[src/rtl/serial_subtractor_if.sv]
// Start/ready/done handshake and result bus between a controller and the bit-serial subtractor.
interface serial_subtractor_if #(
  parameter int N = 4
);
  logic         start;
  logic [N-1:0] a;
  logic [N-1:0] b;
  logic         ready;
  logic         done;
  logic [N-1:0] diff;
  logic         borrow;
  logic         ovf;
  logic         neg;
  logic         zero;

  modport master (
    output start, a, b,
    input  ready, done, diff, borrow, ovf, neg, zero
  );

  modport slave (
    input  start, a, b,
    output ready, done, diff, borrow, ovf, neg, zero
  );
endinterface

[src/rtl/serial_subtractor.sv]
// Bit-serial a - b, LSB first: one full-subtractor cell plus a borrow flop, N cycles per operation.
module serial_subtractor #(
  parameter int N = 4
) (
  input  logic                 clk,
  input  logic                 rst_n,
  serial_subtractor_if.slave   bus
);
  localparam int CW = $clog2(N) + 1;

  typedef enum logic [1:0] {S_IDLE, S_RUN, S_DONE} state_t;

  state_t          r_state, w_next;
  logic [N-1:0]    r_a_sh, r_b_sh, r_res;
  logic            r_bff;
  logic [CW-1:0]   r_cnt;
  logic            r_a_msb, r_b_msb;
  logic [N-1:0]    r_diff;
  logic            r_borrow, r_ovf, r_neg, r_zero;

  logic            w_ai, w_bi, w_d, w_bout, w_last;
  logic [N-1:0]    w_res_nxt;

  // Full-subtractor cell
  always_comb begin
    w_ai      = r_a_sh[0];
    w_bi      = r_b_sh[0];
    w_d       = w_ai ^ w_bi ^ r_bff;
    w_bout    = (~w_ai & w_bi) | (~(w_ai ^ w_bi) & r_bff);
    w_res_nxt = {w_d, r_res[N-1:1]};
    w_last    = (r_cnt == CW'(N-1));
  end

  always_ff @(posedge clk or negedge rst_n) begin
    if (!rst_n) r_state <= S_IDLE;
    else        r_state <= w_next;
  end

  always_comb begin
    w_next    = r_state;
    bus.ready = 1'b0;
    bus.done  = 1'b0;
    case (r_state)
      S_IDLE: begin
        bus.ready = 1'b1;
        if (bus.start) w_next = S_RUN;
      end
      S_RUN:  if (w_last) w_next = S_DONE;
      S_DONE: begin
        bus.done = 1'b1;
        w_next   = S_IDLE;
      end
      default: w_next = S_IDLE;
    endcase
  end

  // Result registers load on the final RUN edge so they are valid while done is high
  always_ff @(posedge clk or negedge rst_n) begin
    if (!rst_n) begin
      r_a_sh   <= '0;
      r_b_sh   <= '0;
      r_res    <= '0;
      r_bff    <= 1'b0;
      r_cnt    <= '0;
      r_a_msb  <= 1'b0;
      r_b_msb  <= 1'b0;
      r_diff   <= '0;
      r_borrow <= 1'b0;
      r_ovf    <= 1'b0;
      r_neg    <= 1'b0;
      r_zero   <= 1'b0;
    end else begin
      case (r_state)
        S_IDLE: if (bus.start) begin
          r_a_sh  <= bus.a;
          r_b_sh  <= bus.b;
          r_a_msb <= bus.a[N-1];
          r_b_msb <= bus.b[N-1];
          r_bff   <= 1'b0;
          r_cnt   <= '0;
        end
        S_RUN: begin
          r_a_sh <= r_a_sh >> 1;
          r_b_sh <= r_b_sh >> 1;
          r_res  <= w_res_nxt;
          r_bff  <= w_bout;
          r_cnt  <= r_cnt + 1'b1;
          if (w_last) begin
            r_diff   <= w_res_nxt;
            r_borrow <= w_bout;
            r_ovf    <= (r_a_msb != r_b_msb) && (w_d != r_a_msb);
            r_neg    <= w_d;
            r_zero   <= (w_res_nxt == '0);
          end
        end
        default: ;
      endcase
    end
  end

  always_comb begin
    bus.diff   = r_diff;
    bus.borrow = r_borrow;
    bus.ovf    = r_ovf;
    bus.neg    = r_neg;
    bus.zero   = r_zero;
  end
endmodule

[src/flat_wrapper.sv]
// flat-port wrapper written by rule: the top's interface ports become plain ports
module serial_subtractor_flat 
#(
  parameter int N = 4
)
  (clk, rst_n, bus_start, bus_a, bus_b, bus_ready, bus_done, bus_diff, bus_borrow, bus_ovf, bus_neg, bus_zero);
  serial_subtractor_if #(.N(N)) bus_i ();
  input  logic clk;
  input  logic rst_n;
  input wire logic [$bits(bus_i.start)-1:0] bus_start;
  input wire logic [$bits(bus_i.a)-1:0] bus_a;
  input wire logic [$bits(bus_i.b)-1:0] bus_b;
  output wire logic [$bits(bus_i.ready)-1:0] bus_ready;
  output wire logic [$bits(bus_i.done)-1:0] bus_done;
  output wire logic [$bits(bus_i.diff)-1:0] bus_diff;
  output wire logic [$bits(bus_i.borrow)-1:0] bus_borrow;
  output wire logic [$bits(bus_i.ovf)-1:0] bus_ovf;
  output wire logic [$bits(bus_i.neg)-1:0] bus_neg;
  output wire logic [$bits(bus_i.zero)-1:0] bus_zero;
  assign bus_i.start = bus_start;
  assign bus_i.a = bus_a;
  assign bus_i.b = bus_b;
  assign bus_ready = bus_i.ready;
  assign bus_done = bus_i.done;
  assign bus_diff = bus_i.diff;
  assign bus_borrow = bus_i.borrow;
  assign bus_ovf = bus_i.ovf;
  assign bus_neg = bus_i.neg;
  assign bus_zero = bus_i.zero;
  serial_subtractor #(.N(N)) u_core (.clk(clk), .rst_n(rst_n), .bus(bus_i));
endmodule
[config.mk]
export PLATFORM = sky130hd
export DESIGN_NAME = serial_subtractor_flat
export DESIGN_NICKNAME = d
export VERILOG_FILES = /design/src/rtl/serial_subtractor_if.sv /design/src/rtl/serial_subtractor.sv /design/src/flat_wrapper.sv
export SDC_FILE = /design/constraint.sdc
export NUM_CORES = 1
export LEC_CHECK = 0
export ABC_AREA = 1
export CAP_MARGIN = 30
export CORE_ASPECT_RATIO = 0.6
export CORE_MARGIN = 3
export CORE_UTILIZATION = 40
export CTS_CLUSTER_SIZE = 24
export DETAILED_ROUTE_END_ITERATION = 10
export DONT_BUFFER_PORTS = 1
export HOLD_SLACK_MARGIN = 0.15
export PLACE_DENSITY = 0.59
export SETUP_SLACK_MARGIN = 0.3
export SYNTH_ARGS = -nofsm -noshare
export SYNTH_HDL_FRONTEND = slang
export SYNTH_SLANG_ARGS = --single-unit
export TNS_END_PERCENT = 5
[constraint.sdc]
create_clock -name clk -period 2 [get_ports clk]
set_clock_uncertainty 0.1 [all_clocks]
set_input_delay 0.4 -clock clk [delete_from_list [all_inputs] [get_ports clk]]
set_output_delay 0.4 -clock clk [all_outputs]
set_load 0.02 [all_outputs]
Word level (Yosys, flattened, before mapping)

Cells that the tools add are included.
W data, S select, Z words.

Shift operators: 0
Bitwise logic cells: 7
Reduce and logical (&&, ||, !) cells: 8
Equal/unequal tests: 7
Magnitude comparators: 0
$add $sub $neg: 1
Divide/modulo/power cells: 0
$mul: 0
Multiplexer cells: 13

Operators by type and width:

| cell                  | number |
|---|---|
| $pmux W4 S2           | 2 |
| $mux W4               | 2 |
| $reduce_and A2 Y1     | 4 |
| $pmux W3 S2           | 1 |
| $logic_not A4 Y1      | 1 |
| $mux W2               | 2 |
| $pmux W2 S2           | 1 |
| $add A3 B1 Y3 const B | 1 |
| $eq A3 B2 Y1 const B  | 1 |
| $mux W1               | 3 |
| $mux W3               | 1 |
| $and A1 B1 Y1         | 2 |
| $eq A2 B1 Y1 const B  | 1 |
| $eq A2 B2 Y1 const B  | 1 |
| $logic_not A2 Y1      | 1 |
| $ne A1 B1 Y1          | 2 |
| $ne A2 B1 Y1 const B  | 1 |
| $ne A2 B2 Y1 const B  | 1 |
| $not A1 Y1            | 2 |
| $pmux W1 S2           | 1 |
| $reduce_bool A2 Y1    | 1 |
| $xor A1 B1 Y1         | 2 |
| $logic_and A1 B1 Y1   | 1 |
| $or A1 B1 Y1          | 1 |

Memory bits (writable): 0
Bits in latches: 0
Bits in registers: 28
Input bits: 11
Output and inout port bits: 10
Memory bits (read-only): 0
Memories: 0

Logic depth before layout (Yosys ltp)

Gate-level depths: netlist (run 1).

Depth in word-level cells: 5
Depth in mapped cells: 7
Gate-level depth less buffers: 7

Worst setup path after synthesis (run 1)

No wires, ideal clock.

Path kind: reg2reg
From: register u_core.r_b_sh[0]
To: register u_core.r_ovf (netlist: u_core.bus.ovf)
Clock period less this slack: 1.418 ns
Arrival: 1.202 ns
Buffers on the path: 0
Setup slack: 0.582 ns
Data required time: 1.784 ns
Cell stages (with the launch flop): 8
Cell sequence: dfrtp_1 > inv_1 > fa_1 > inv_1 > nand3_1 > nand2_1 > nand2_1 > nand2_1

Longest elaborated chain between the ends: 4

RTL lines:

| element                     | RTL line                | source |
|---|---|---|
| from (decl)                 | serial_subtractor.sv:14 | `logic [N-1:0] r_a_sh, r_b_sh, r_res;` |
| from (signal assigned)      | serial_subtractor.sv:76 | `r_b_sh <= bus.b;` |
| from (signal assigned)      | serial_subtractor.sv:84 | `r_b_sh <= r_b_sh >> 1;` |
| $xor A1 B1 Y1 (2 in series) | serial_subtractor.sv:28 | `w_d = w_ai ^ w_bi ^ r_bff;` |
| net u_core.w_d              | serial_subtractor.sv:21 | `logic w_ai, w_bi, w_d, w_bout, w_last;` |
| $ne A1 B1 Y1                | serial_subtractor.sv:91 | `r_ovf <= (r_a_msb != r_b_msb) && (w_d != r_a_msb);` |
| $logic_and A1 B1 Y1         | serial_subtractor.sv:91 |  |
| to (signal assigned)        | serial_subtractor.sv:91 |  |
| to (decl)                   | serial_subtractor.sv:19 | `logic r_borrow, r_ovf, r_neg, r_zero;` |

The timed path passes the listed nets, and every way through them passes these cells.
A chain may end at the register's enable or synchronous reset.

Final worst setup path (run 1)

From: register u_core.r_state[0]
To: output port bus_done

Longest elaborated chain between the ends: 2

RTL lines:

| element                | RTL line                | source |
|---|---|---|
| from (decl)            | serial_subtractor.sv:13 | `state_t r_state, w_next;` |
| from (signal assigned) | serial_subtractor.sv:36 | `else r_state <= w_next;` |
| $eq A2 B2 Y1           | serial_subtractor.sv:43 | `case (r_state)` |
| $mux W1                | serial_subtractor.sv:43 |  |
| to (decl)              | flat_wrapper.sv:14      | `output wire logic [$bits(bus_i.done)-1:0] bus_done;` |

No other way between the ends.

==> results of run 1 <==
[sequential cells by signal, indices dropped and copies added (netlist names)]
signal and cells:
u_core.bus.borrow 1, u_core.bus.diff 3, u_core.bus.neg 1, u_core.bus.ovf 1, u_core.bus.zero 1, u_core.r_a_msb 1, u_core.r_a_sh 4, u_core.r_b_msb 1
u_core.r_b_sh 4, u_core.r_bff 1, u_core.r_cnt 3, u_core.r_res 3, u_core.r_state 2
[cell usage after synthesis, types with 2 or more instances]
cell     number  area share, %
o21ai_0      10            4.1
dfrtp_1      26             54
buf_6         4            3.7
o21ai_2       4            2.9
nand2_1      54             17
nand3_1      10            4.1
nor2_1        3           0.93
inv_1        12            3.7
o21ai_1       2           0.83
ha_1          2            2.1
[timing repair]
item | 4_1_cts | 5_1_grt
hold buffers | 2 | 0
hold endpoints to repair | 26 | 0
pin swaps | 0 | 0
gates cloned | 0 | 0
gates resized for setup | 1 | 1
setup endpoints to repair | 1 | 2
[worst max-delay path by stage]
stage / from / endpoint / slack (ps) / depth (start not counted)
after CTS: u_core.r_state[0]$_DFFE_PN0P_ / bus_done / 320 / 1
final: u_core.r_state[0]$_DFFE_PN0P_ / bus_done / 430 / 1
after global routing: u_core.r_state[1]$_DFFE_PN0P_ / bus_done / 340 / 2
after floorplan: u_core.r_b_sh[0]$_DFFE_PN0P_ / u_core.bus.ovf$_DFFE_PN0P_ / 580 / 7
after detailed placement: u_core.r_b_sh[0]$_DFFE_PN0P_ / u_core.bus.ovf$_DFFE_PN0P_ / 480 / 7
after global placement: u_core.r_b_sh[0]$_DFFE_PN0P_ / u_core.bus.ovf$_DFFE_PN0P_ / 550 / 7
[layout make-up]
type,instances,area share (%)
well taps,40,3.80
multi-input cells,90,34.3
flip-flops and latches,26,49.4
clock inverters,1,2.28
clock buffers,3,3.13
repair buffers,4,3.42
inverters,13,3.70
[power by group]
group	internal [mW]	total, mW	switching (mW)
combinational	0.298	0.815	0.517
clock	0.268	0.435	0.167
sequential	0.757	1.04	0.282
total	1.32	2.29	0.967
[metal layers]
metal  track usage (%)  vias to the layer above  wire length (µm)
met5                 0                        -                 0
met4              2.71                        0                 6
met3              4.81                        2               115
met2              17.2                       11               959
met1              19.9                      406              1220
li1                  -                      425                 -
[cells by family (layout without fill, tap and decap cells)]
kind of cell	count (synthesis)	count (layout)	share of synthesized area, %
compound gates	17	17	8.30
fa+ha+maj	3	3	3.73
buf+inv	19	21	8.82
flops	26	26	53.9
simple gates	70	70	25.2
[per-stage QoR]
| stage | setup WS (ps) | cells | hold WS (ps) |
|---|---|---|---|
| global route | 337 | 177 | 203 |
| detailed placement | 483 | 171 | 5.00 |
| finish | 427 | 177 | 180 |
| global placement | 552 | 171 | 5.21 |
| CTS | 319 | 177 | 178 |
| floorplan | 582 | 135 | 4.41 |
==> key figures, run 1 <==
Clock network
  – CTS Buffer Depth: 2
  – Clk_lat worst skew: 270 ps
  – # Post-CTS Setup Buffers: 0
  – Clock-pin transition on the worst setup and hold timing paths: roughly 90 ps
  – CTS sink count: 26
  – Root Buffer: clkbuf_8
  – H-tree levels: 1
  – CTS Buf Count: 3
  – CTS tree: done

Placed design
  – Area post-placement: around 0.0012 mm²
  – Port Buffers: 0
  – Gp weighted congestion: 0.804
  – Post-DP HPWL: ~1.7 mm

Setup path
  – WP data arrival: 1070 ps
  – Slowest cell on the critical path: dfrtp_2
  – Crit path buf inv count: 0
  – WS Path Type: register to output pin
  – Critical Path Source Type: register
  – Worst reg2reg setup slack: 460 ps
  – Worst reg2reg path startpoint: u_core.r_b_sh[0]$_DFFE_PN0P_
  – R2r worst-path depth: 7
  – Delay-heaviest family, CP: flip-flops
  – Setup crit end kind: output pin
  – R2r endpoint: u_core.bus.ovf$_DFFE_PN0P_
  – Worst Path Max Fanout: 12
  – Crit path cell chain: nor2_2
  – Slowest Stage Delay on Critical Path: 530 ps
  – WP data required: around 1500 ps

Detailed routing
  – Initial drt markers: 81
  – Post-Route WL: 2.30 mm
  – Post-route ant nets: 0
  – Vias post-DR: 844
  – DRC violations left: 0
  – Vias per cell: 4.77
  – DR pass1 iterations: 4
  – Drt wl/cell: 13.0 µm

Die
  – Num ports: 21
  – Die Span X: 76.9 µm
  – Core footprint: 0.00268 mm²
  – Initial Util: between 40% and 50%
  – Row cnt: 14
  – Die Area: 0.00373 mm²
  – Die Y: 48.5 µm

Logic synthesis
  – Seq/Total Area, Yosys: 53.9%
  – Synthesized area: 0.00121 mm²
  – Fraction of registers with async set/reset: 100%
  – Mapped Nets: 149
  – Mapped Cells: 135
  – Unique masters post-synth: 18
  – Warning count from the yosys run: 0
  – Average cell area after synthesis: 8.93 µm²
  – Yosys reg bits: 26
  – Most common flop cell mapped by yosys: dfrtp_1
  – Post-synth EDFFs: 0

Pwr
  – LEAKAGE: 0.672 nW
  – Worst vdd ir: ~620 µV
  – PwrDens: 1740 mW/mm²
  – Total power: roughly 2.3 mW

Layout
  – P&R area growth vs syn: 9.34%
  – Fill count: 257
  – Area of the multi-input gates: 452 µm²
  – Design Area, Final: approximately 0.0013 mm²
  – Commonest non-fill, non-tap cell in the layout: nand2_1
  – Register area: about 650 µm²
  – Fin util: 49.2%
  – Commonest non-fill, non-tap cells in the layout: nand2_1, dfrtp_1, inv_1
  – Layout cells sized above 1: 12.4%
  – Antenna fix cells: 0
  – Net count reported at finish: around 150

GRT
  – GRT overflow: 0
  – Largest net degree at the start of global routing: 27
  – Global-route usage over all layers: 13.0%
  – Initial antenna violation count: 0
  – Number of global-route vias before repair: 772
  – Global-route wire length before repair: 3.85 mm

Status
  – Run status: finished clean

STA
  – Final Hold Fails: 0
  – Fin crit share: between 70 and 80%
  – Final Max Slew Viols: 0
  – TNS Setup: 0 ps
  – Tmin final: 1570 ps
  – RSZ-0062 raised after global routing: false
  – FMAX: between 600 and 700 MHz
  – Relative slew margins: 74.3%
  – Worst-margin pin slew: 386 ps
  – Endpoints failing setup: 0

Min path
  – Worst Hold Depth: 2
  – Hold EP: u_core.r_b_msb$_DFFE_PN0P_
  – Hold_sp: bus_b[3]
  – Hold crit path type: input port to register

Flow run
  – Reported max-cap violation count: 0
Power figures use the tool's default switching activity.
==> inputs of run 2 (changes only) <==
--- a/config.mk
+++ b/config.mk
@@ -14,7 +14,7 @@
 export DETAILED_ROUTE_END_ITERATION = 10
 export DONT_BUFFER_PORTS = 1
 export HOLD_SLACK_MARGIN = 0.15
-export PLACE_DENSITY = 0.59
+export PLACE_DENSITY = 0.61
 export SETUP_SLACK_MARGIN = 0.3
 export SYNTH_ARGS = -nofsm -noshare
 export SYNTH_HDL_FRONTEND = slang
==> constraint.sdc (replaced) <==
create_clock -name clk -period 1.4 [get_ports clk]
set_clock_uncertainty 0.1 [all_clocks]
set_input_delay 0.28 -clock clk [delete_from_list [all_inputs] [get_ports clk]]
set_output_delay 0.28 -clock clk [all_outputs]
set_load 0.02 [all_outputs]
==> key figures, run 2 (same netlist as run 1, synthesis figures left out) <==
Setup path
  – R2r endpoint: u_core.bus.ovf$_DFFE_PN0P_
  – Worst reg2reg setup slack: -80 ps
  – WP data arrival: 1550 ps
  – Worst Path Max Fanout: 3
  – WS Path Type: register to register
  – Setup crit end kind: register
  – Critical Path Source Type: register
  – R2r worst-path depth: 7
  – WP data required: around 1500 ps
  – Worst reg2reg path startpoint: u_core.r_bff$_DFFE_PN0P_

STA
  – Endpoints failing setup: 4
  – Worst-margin pin slew: ~330 ps
  – Final Max Slew Viols: 0
  – Relative slew margins: between 70% and 80%
  – Final setup margin: -76.7 ps
  – Fin crit share: 105%
  – FMAX: about 680 MHz
  – Final Hold Fails: 0
  – Tmin final: ~1500 ps
  – RSZ-0062 raised after global routing: true

Flow run
  – Reported max-cap violation count: 0

Die
  – Die Span X: a little under 80 µm
  – Core footprint: 0.00268 mm²
  – Num ports: 21
  – Initial Util: 45.0%
  – Row cnt: 14
  – Die Area: 0.00373 mm²
  – Die Y: 48.5 µm

Detailed routing
  – Post-route ant nets: 0
  – Initial drt markers: 55
  – Vias per cell: 4.61
  – Vias post-DR: approximately 900
  – Post-Route WL: ~2.5 mm
  – Drt wl/cell: 12.6 µm
  – DR pass1 iterations: 4
  – DRC violations left: 0

Layout
  – Commonest non-fill, non-tap cell in the layout: nand2_1
  – Antenna fix cells: 0
  – Layout cells sized above 1: between 20 and 30%
  – Register area: 658 µm²
  – Top flop regs: u_core.r_a_sh x4, u_core.r_b_sh x4
  – Fin util: 56.3%
  – Net count reported at finish: 170
  – Commonest non-fill, non-tap cells in the layout: nand2_1, dfrtp_1, o21ai_0, nand3_1, dlygate4sd3_1
  – Layout Cells excl Fill: slightly below 200
  – Fill count: 253
  – P&R area growth vs syn: 25.1%
  – Design Area, Final: roughly 0.0015 mm²
  – Area of the multi-input gates: 479 µm²

GRT
  – GRT overflow: 0
  – Initial antenna violation count: 0
  – Global-route usage over all layers: between 10% and 20%
  – Global-route wire length before repair: 4.33 mm
  – Number of global-route vias before repair: 919
  – Largest net degree at the start of global routing: 27

Clock network
  – CTS tree: done
  – H-tree levels: 1
  – Clock-pin transition on the worst setup and hold timing paths: 90 ps
  – CTS Buf Count: 3
  – CTS Buffer Depth: 2
  – Clk_lat worst skew: 270 ps
  – Root Buffer: clkbuf_8
  – CTS sink count: 26

Pwr
  – PwrDens: 2290 mW/mm²
  – LEAKAGE: between 0.7 and 0.8 nW
  – Psw: 1.46 mW
  – Sequential share of power: 42.5%
  – Total power: 3.46 mW
  – Combinational share of power: a little over two fifths
  – P_int: 2.00 mW
  – Net Sw Frac: between 40% and 50%
  – Clock power share: 13.9%
  – Worst vdd ir: a little under 1000 µV

Placed design
  – Gp weighted congestion: 0.738
  – Port Buffers: 0
  – Post-DP HPWL: 1.81 mm
  – Area post-placement: 0.00129 mm²
  – Placement Setup Slack: -111 ps
  – Placed Cells: 180

Status
  – Run status: complete, but fails checks
  – Violated checks: negative setup slack

Min path
  – Hold_sp: bus_start
  – Hold crit path type: input port to register
  – Hold EP: u_core.r_a_sh[3]$_DFFE_PN0P_
  – Worst Hold Depth: 2
-- run 2: how the worst max path moves through the flow --
stage                     slack (ps)                    startpoint                    endpoint  cells after the start
final                            -80      u_core.r_bff$_DFFE_PN0P_  u_core.bus.ovf$_DFFE_PN0P_                      7
after global placement           -30      u_core.r_bff$_DFFE_PN0P_  u_core.bus.ovf$_DFFE_PN0P_                      7
after global routing            -140      u_core.r_bff$_DFFE_PN0P_  u_core.bus.ovf$_DFFE_PN0P_                      7
after detailed placement        -110      u_core.r_bff$_DFFE_PN0P_  u_core.bus.ovf$_DFFE_PN0P_                      7
after CTS                       -100  u_core.r_b_sh[0]$_DFFE_PN0P_  u_core.bus.ovf$_DFFE_PN0P_                      7
after floorplan                    9      u_core.r_bff$_DFFE_PN0P_  u_core.bus.ovf$_DFFE_PN0P_                      7
-- run 2: metal layers --
metal / wire length (µm) / part of all wire, % / global-route usage (%)
met1: 1240 / 50 / 20.9
met2: 1100 / 45 / 21.7
met3: 102 / 4.1 / 4.26
met4: 19 / 0.77 / 3.61
met5: 0 / 0 / 0
-- run 2: repair_timing --
action / CTS / global route
hold endpoints to repair: 36 / 0
hold buffers: 10 / 0
setup buffers: 0 / 1
gates resized for setup: 15 / 8
pin swaps: 7 / 3
setup endpoints to repair: 36 / 36
-- run 2: worst max-delay path, stage by stage, from the launching register on --
cell	delay, ps
dfrtp_1	370
inv_2	50
fa_2	610
inv_2	60
nand3_2	60
nand2_2	50
nand2_2	60
nand2_1	40
-- run 2: final cells by class --
cell class,count,area share (%)
inverters,13,3.40
repair buffers,22,14.3
well taps,40,3.32
flip-flops and latches,26,43.6
clock buffers,4,3.65
multi-input cells,90,31.8
-- run 2: power by group through the flow --
| stage | sequential, mW | combinational, mW | clock [mW] |
|---|---|---|---|
| after global routing | 1.51 | 1.75 | 0.515 |
| after floorplan | 1.37 | 1.09 | 0 |
| after detailed placement | 1.44 | 1.39 | 0 |
| after CTS | 1.46 | 1.50 | 0.489 |
| final | 1.47 | 1.51 | 0.480 |
| after global placement | 1.44 | 1.31 | 0 |
-- run 2: through the flow --
stage | hold slack [ps] | setup TNS, ps
after detailed placement | -115 | -183
after global routing | 266 | -532
after CTS | 188 | -280
final | 183 | -187
after floorplan | -116 | 0
after global placement | -115 | -27.0
==> RTL edit 1 (config.mk and constraints of run 1) <==
Re-encode `state_t` (3 states) as one-hot, 3 bits wide.
--- a/src/rtl/serial_subtractor.sv
+++ b/src/rtl/serial_subtractor.sv
@@ -10,3 +10,3 @@
 
-  typedef enum logic [1:0] {S_IDLE, S_RUN, S_DONE} state_t;
+  typedef enum logic [2:0] {S_IDLE = 3'b001, S_RUN = 3'b010, S_DONE = 3'b100} state_t;
 
Behaviour: same outputs for any inputs over 10 cycles, from zero or initial values and one cycle with rst_n low; not proved beyond that.
==> RTL edit 1 against run 1 <==
Non-clock buffer count increased by 3. Sequential cell count grew 1. Routed wire length grew 3.8%. First-iteration DRC count up 30%. Critical path type unchanged. Highest routed layer unchanged. Worst setup slack got worse by 59 ps. Synthesized area grew 5.4%. Critical endpoint is now bus_ready. Total power decreased by 11%. Design area increased by 5.2%.
==> RTL edit 1: results (changes against run 1) <==
PLACE
-----------------------------------------------------------------------------------
Routability congestion estimate                                               0.817   +1.7%
Worst setup timing slack at the placement stage                              455 ps   -28.4 ps
Post-detail-place hpwl                                                 1780 microns   +4.3%

CELLS AND AREA
-----------------------------------------------------------------------------------
Final-layout fill cell count                                                    290   +13%
Count of placed standard cells in the final layout, fillers left out            197   +11%
Net count of the finished layout                                                170   +12%
Fraction of layout cells with a size suffix above 1                           9.68%   -2.7 points

LOGIC SYNTHESIS
-----------------------------------------------------------------------------------
Proportion of synthesized chip area in sequential cells                       53.2%   -0.69 points
Post-Synthesis Net Count                                                        164   +10%
Post-synthesis compound-gate area fraction                                    1.97%   -6.3 points
Adder-Cell Fraction of Synth Area                                             3.54%   -0.19 points
Top post-synthesis cells by area                                       sky130_fd_sc_hd__dfrtp_1 (51%), sky130_fd_sc_hd__nand2_1 (19%), sky130_fd_sc_hd__nand3_1 (5.9%)

GLOBAL ROUTE
-----------------------------------------------------------------------------------
Via count of the first global-routing pass                                      870   +13%
Total routing usage reported by global routing                                13.4%   +0.38 points
Maximum number of pins on one net before global-route repair                     28   +3.7%
Wire length of the first global-routing pass                           4110 microns   +6.6%

WORST SETUP PATH
-----------------------------------------------------------------------------------
Delay of the slowest critical-path stage                                     380 ps   -150 ps
Cell with the largest stage delay on the worst path                    sky130_fd_sc_hd__dfrtp_1

STA
-----------------------------------------------------------------------------------
Slew Limit Headroom                                                           74.8%   +0.48 points

POWER AND IR DROP
-----------------------------------------------------------------------------------
Power Density                                                          1470 nW/um^2   -16%
Switching Share                                                               42.2%   -0.046 points
Static Leakage                                                             0.736 nW   +9.6%

ROUTING
-----------------------------------------------------------------------------------
Via-per-instance ratio                                                         4.89   +2.5%
Met1 layer wirelength in the final routing                             1260 microns   +3.2%
DR WL met2                                                             1020 microns   +6.0%

RUN STATUS
-----------------------------------------------------------------------------------
Run status                                                             complete, no violations

## RTL edit 1: path summary, 6_finish.rpt
check                             startpoint                end  slack [ps]
max                        u_core.r_state[2]          bus_ready         370
max reg2reg                 u_core.r_b_sh[0]     u_core.bus.ovf         450
min reg2reg                  u_core.r_cnt[1]    u_core.r_cnt[1]         410
max in group asynchronous              rst_n  u_core.r_state[0]        1100
min in group asynchronous              rst_n   u_core.r_b_sh[2]         480
min                                 bus_a[3]   u_core.r_a_sh[3]         180
## RTL edit 1: kinds of logic after synthesis
kind of cell,Yosys count
DFF,27
AOI/OAI and AO/OA,5
and+or+nand+nor,92
adders and majority gates,3
buffers and inverters,23
## RTL edit 1: critical path: cells and delay by family (launching register included)
family,cells,cell delay (ps)
flip-flops,1,380
AND/OR/NAND/NOR,1,130
buffers and inverters,2,350
## RTL edit 1: layout make-up
| cell class | instances | area share, % |
|---|---|---|
| Inverter | 17 | 4.60 |
| Timing Repair Buffer | 7 | 4.87 |
| Tap cell | 42 | 3.79 |
| Multi-Input combinational cell | 100 | 34.6 |
| Clock buffer | 4 | 3.25 |
| Sequential cell | 27 | 48.9 |
## RTL edit 1: power groups by stage
stage               Sequential [mW]  Clock, mW  Combinational (mW)
finish                         1.03      0.296               0.705
global route                   1.06      0.328               0.821
CTS                            1.04      0.307               0.681
detailed placement             1.05          0               0.666
global placement               1.04          0               0.637
floorplan                     0.965          0               0.614
## RTL edit 1: routing by layer
| layer | GRT usage (%) | up-vias |
|---|---|---|
| li1 | - | 482 |
| met1 | 19.8 | 465 |
| met2 | 18.7 | 14 |
| met3 | 4.38 | 2 |
| met4 | 3.49 | 0 |
| met5 | 0 | - |
==> RTL edit 2 (config.mk and constraints of run 1) <==
Made on the original files. `N` is set to 4 in 3 places; all go to 8.
--- a/src/rtl/serial_subtractor_if.sv
+++ b/src/rtl/serial_subtractor_if.sv
@@ -2,3 +2,3 @@
 interface serial_subtractor_if #(
-  parameter int N = 4
+  parameter int N = 8
 );
--- a/src/rtl/serial_subtractor.sv
+++ b/src/rtl/serial_subtractor.sv
@@ -2,3 +2,3 @@
 module serial_subtractor #(
-  parameter int N = 4
+  parameter int N = 8
 ) (
--- a/src/flat_wrapper.sv
+++ b/src/flat_wrapper.sv
@@ -3,3 +3,3 @@
 #(
-  parameter int N = 4
+  parameter int N = 8
 )
Interface: changed (resized bus_a, bus_b and bus_diff); port bits go from 21 to 33. The function was not compared with the original's and may differ.
==> RTL edit 2 against run 1 <==
Critical path type unchanged. Sequential share of layout area is 0.28 points higher. Count of clock-buffer cells in the layout is 3 higher. Total power is 60% higher. Synthesized area is 62% higher. Largest power group unchanged. Cell count is 75% higher. Routed wire length is 74% higher. Worst setup slack worse by 68 ps. Largest cell class unchanged. Design area is 64% higher. Non-clock buffer count is 4 higher. Global-route usage is 2.5 points higher. Sequential cell count is 17 higher.
==> RTL edit 2: results (changes against run 1) <==
PLACE
--------------------------------------------------------------------------------------
Routability congestion estimate                                                  0.808   +0.55%
Placed insts                                                                       298   +74%
Placed cell area                                                            2000 sq um   +65%
Post-detail-place hpwl                                                    2730 microns   +61%
Worst setup timing slack at the placement stage                                 425 ps   -58.2 ps

GLOBAL ROUTE
--------------------------------------------------------------------------------------
Maximum number of pins on one net before global-route repair                        44   +63%
Total routing usage reported by global routing                                   15.5%   +2.5 points
Via count of the first global-routing pass                                        1374   +78%
Wire length of the first global-routing pass                              6620 microns   +72%

CLOCK NETWORK
--------------------------------------------------------------------------------------
Inserted Clock Buffers                                                               5   +2
Clock Latency Late Sink                                                         290 ps   +20 ps
CTS HTree Levels                                                                     2   +1

LOGIC SYNTHESIS
--------------------------------------------------------------------------------------
Top post-synthesis cells by area                                          sky130_fd_sc_hd__dfrtp_1 (55%), sky130_fd_sc_hd__nand2_1 (25%), sky130_fd_sc_hd__o21ai_2 (3.6%)
Number of distinct standard cells referenced by the synthesized netlist             19   +1
Post-synthesis area per instance                                            8.14 sq um   -8.9%

WORST SETUP PATH
--------------------------------------------------------------------------------------
Delay of the slowest critical-path stage                                        450 ps   -80 ps
R2R setup slack                                                                 430 ps   -30 ps
Worst-path maximum fanout                                                            5   -7
Worst endpoint data arrival time                                               1140 ps   +70 ps

CELLS AND AREA
--------------------------------------------------------------------------------------
Fraction of layout cells with a size suffix above 1                              10.2%   -2.2 points
Final-layout fill cell count                                                       478   +86%
Largest registers in the final layout                                     u_core.r_a_sh: 8 flops, u_core.r_b_sh: 8 flops

ROUTING
--------------------------------------------------------------------------------------
Via-per-instance ratio                                                            4.67   -2.1%
Mean routed wirelength per cell                                           12.9 microns   -0.45%

STA
--------------------------------------------------------------------------------------
Transition time at the pin with the least slew margin                           452 ps   +66.0 ps
Worst hold slack after final layout                                             186 ps   +6.03 ps
Period minus WS final                                                          1640 ps   +68.2 ps

POWER AND IR DROP
--------------------------------------------------------------------------------------
Static Leakage                                                                 1.15 nW   +71%

RUN STATUS
--------------------------------------------------------------------------------------
Run status                                                                complete, no violations

MIN PATH
--------------------------------------------------------------------------------------
Hold path start                                                              bus_start

RTL edit 2: final timing paths:
check                                endpoint  depth (start not counted)
setup reg to reg               u_core.bus.ovf                          7
setup / recovery                    bus_ready                          1
max in group asynchronous   u_core.bus.borrow                          2
min in group asynchronous  u_core.bus.diff[1]                          2
hold reg to reg              u_core.r_b_sh[7]                          2
hold / removal              u_core.r_state[0]                          2
RTL edit 2: routing by layer:
| layer | wire [microns] | global-route usage, % | vias up |
|---|---|---|---|
| met2 | 1570 | 21.0 | 34 |
| met5 | 0 | 0 | - |
| li1 | - | - | 746 |
| met1 | 2120 | 22.8 | 656 |
| met4 | 52 | 4.86 | 0 |
| met3 | 248 | 5.79 | 7 |
RTL edit 2: cells by family after synthesis:
kind of cell	after synthesis	synth area share [%]
fa+ha+maj	2	1.67
simple gates	148	29.8
compound gates	22	7.17
buf+inv	25	6.28
flops	43	55.1
RTL edit 2: final cells by class:
| cell class | count | area (sq um) | share of cell area, % |
|---|---|---|---|
| clock inverters | 1 | 30.0 | 1.39 |
| clock buffers | 6 | 72.6 | 3.35 |
| repair buffers | 8 | 87.6 | 4.05 |
| flip-flops and latches | 43 | 1080 | 49.7 |
| inverters | 16 | 60.1 | 2.77 |
| well taps | 63 | 78.8 | 3.64 |
| multi-input cells | 172 | 759 | 35.1 |
RTL edit 2: timing repair:
| item | in CTS | in global routing |
|---|---|---|
| hold endpoints to repair | 47 | 0 |
| setup buffers | 0 | 0 |
| setup endpoints to repair | 1 | 1 |
| gates resized for setup | 1 | 1 |
| hold buffers | 4 | 0 |
RTL edit 2: report_power, final:
part / leakage [nW] / internal, mW / switching [mW]
Combinational: 0.558 / 0.466 / 0.836
Sequential: 0.540 / 1.26 / 0.431
Clock: 0.0513 / 0.366 / 0.290
Total: 1.15 / 2.10 / 1.56
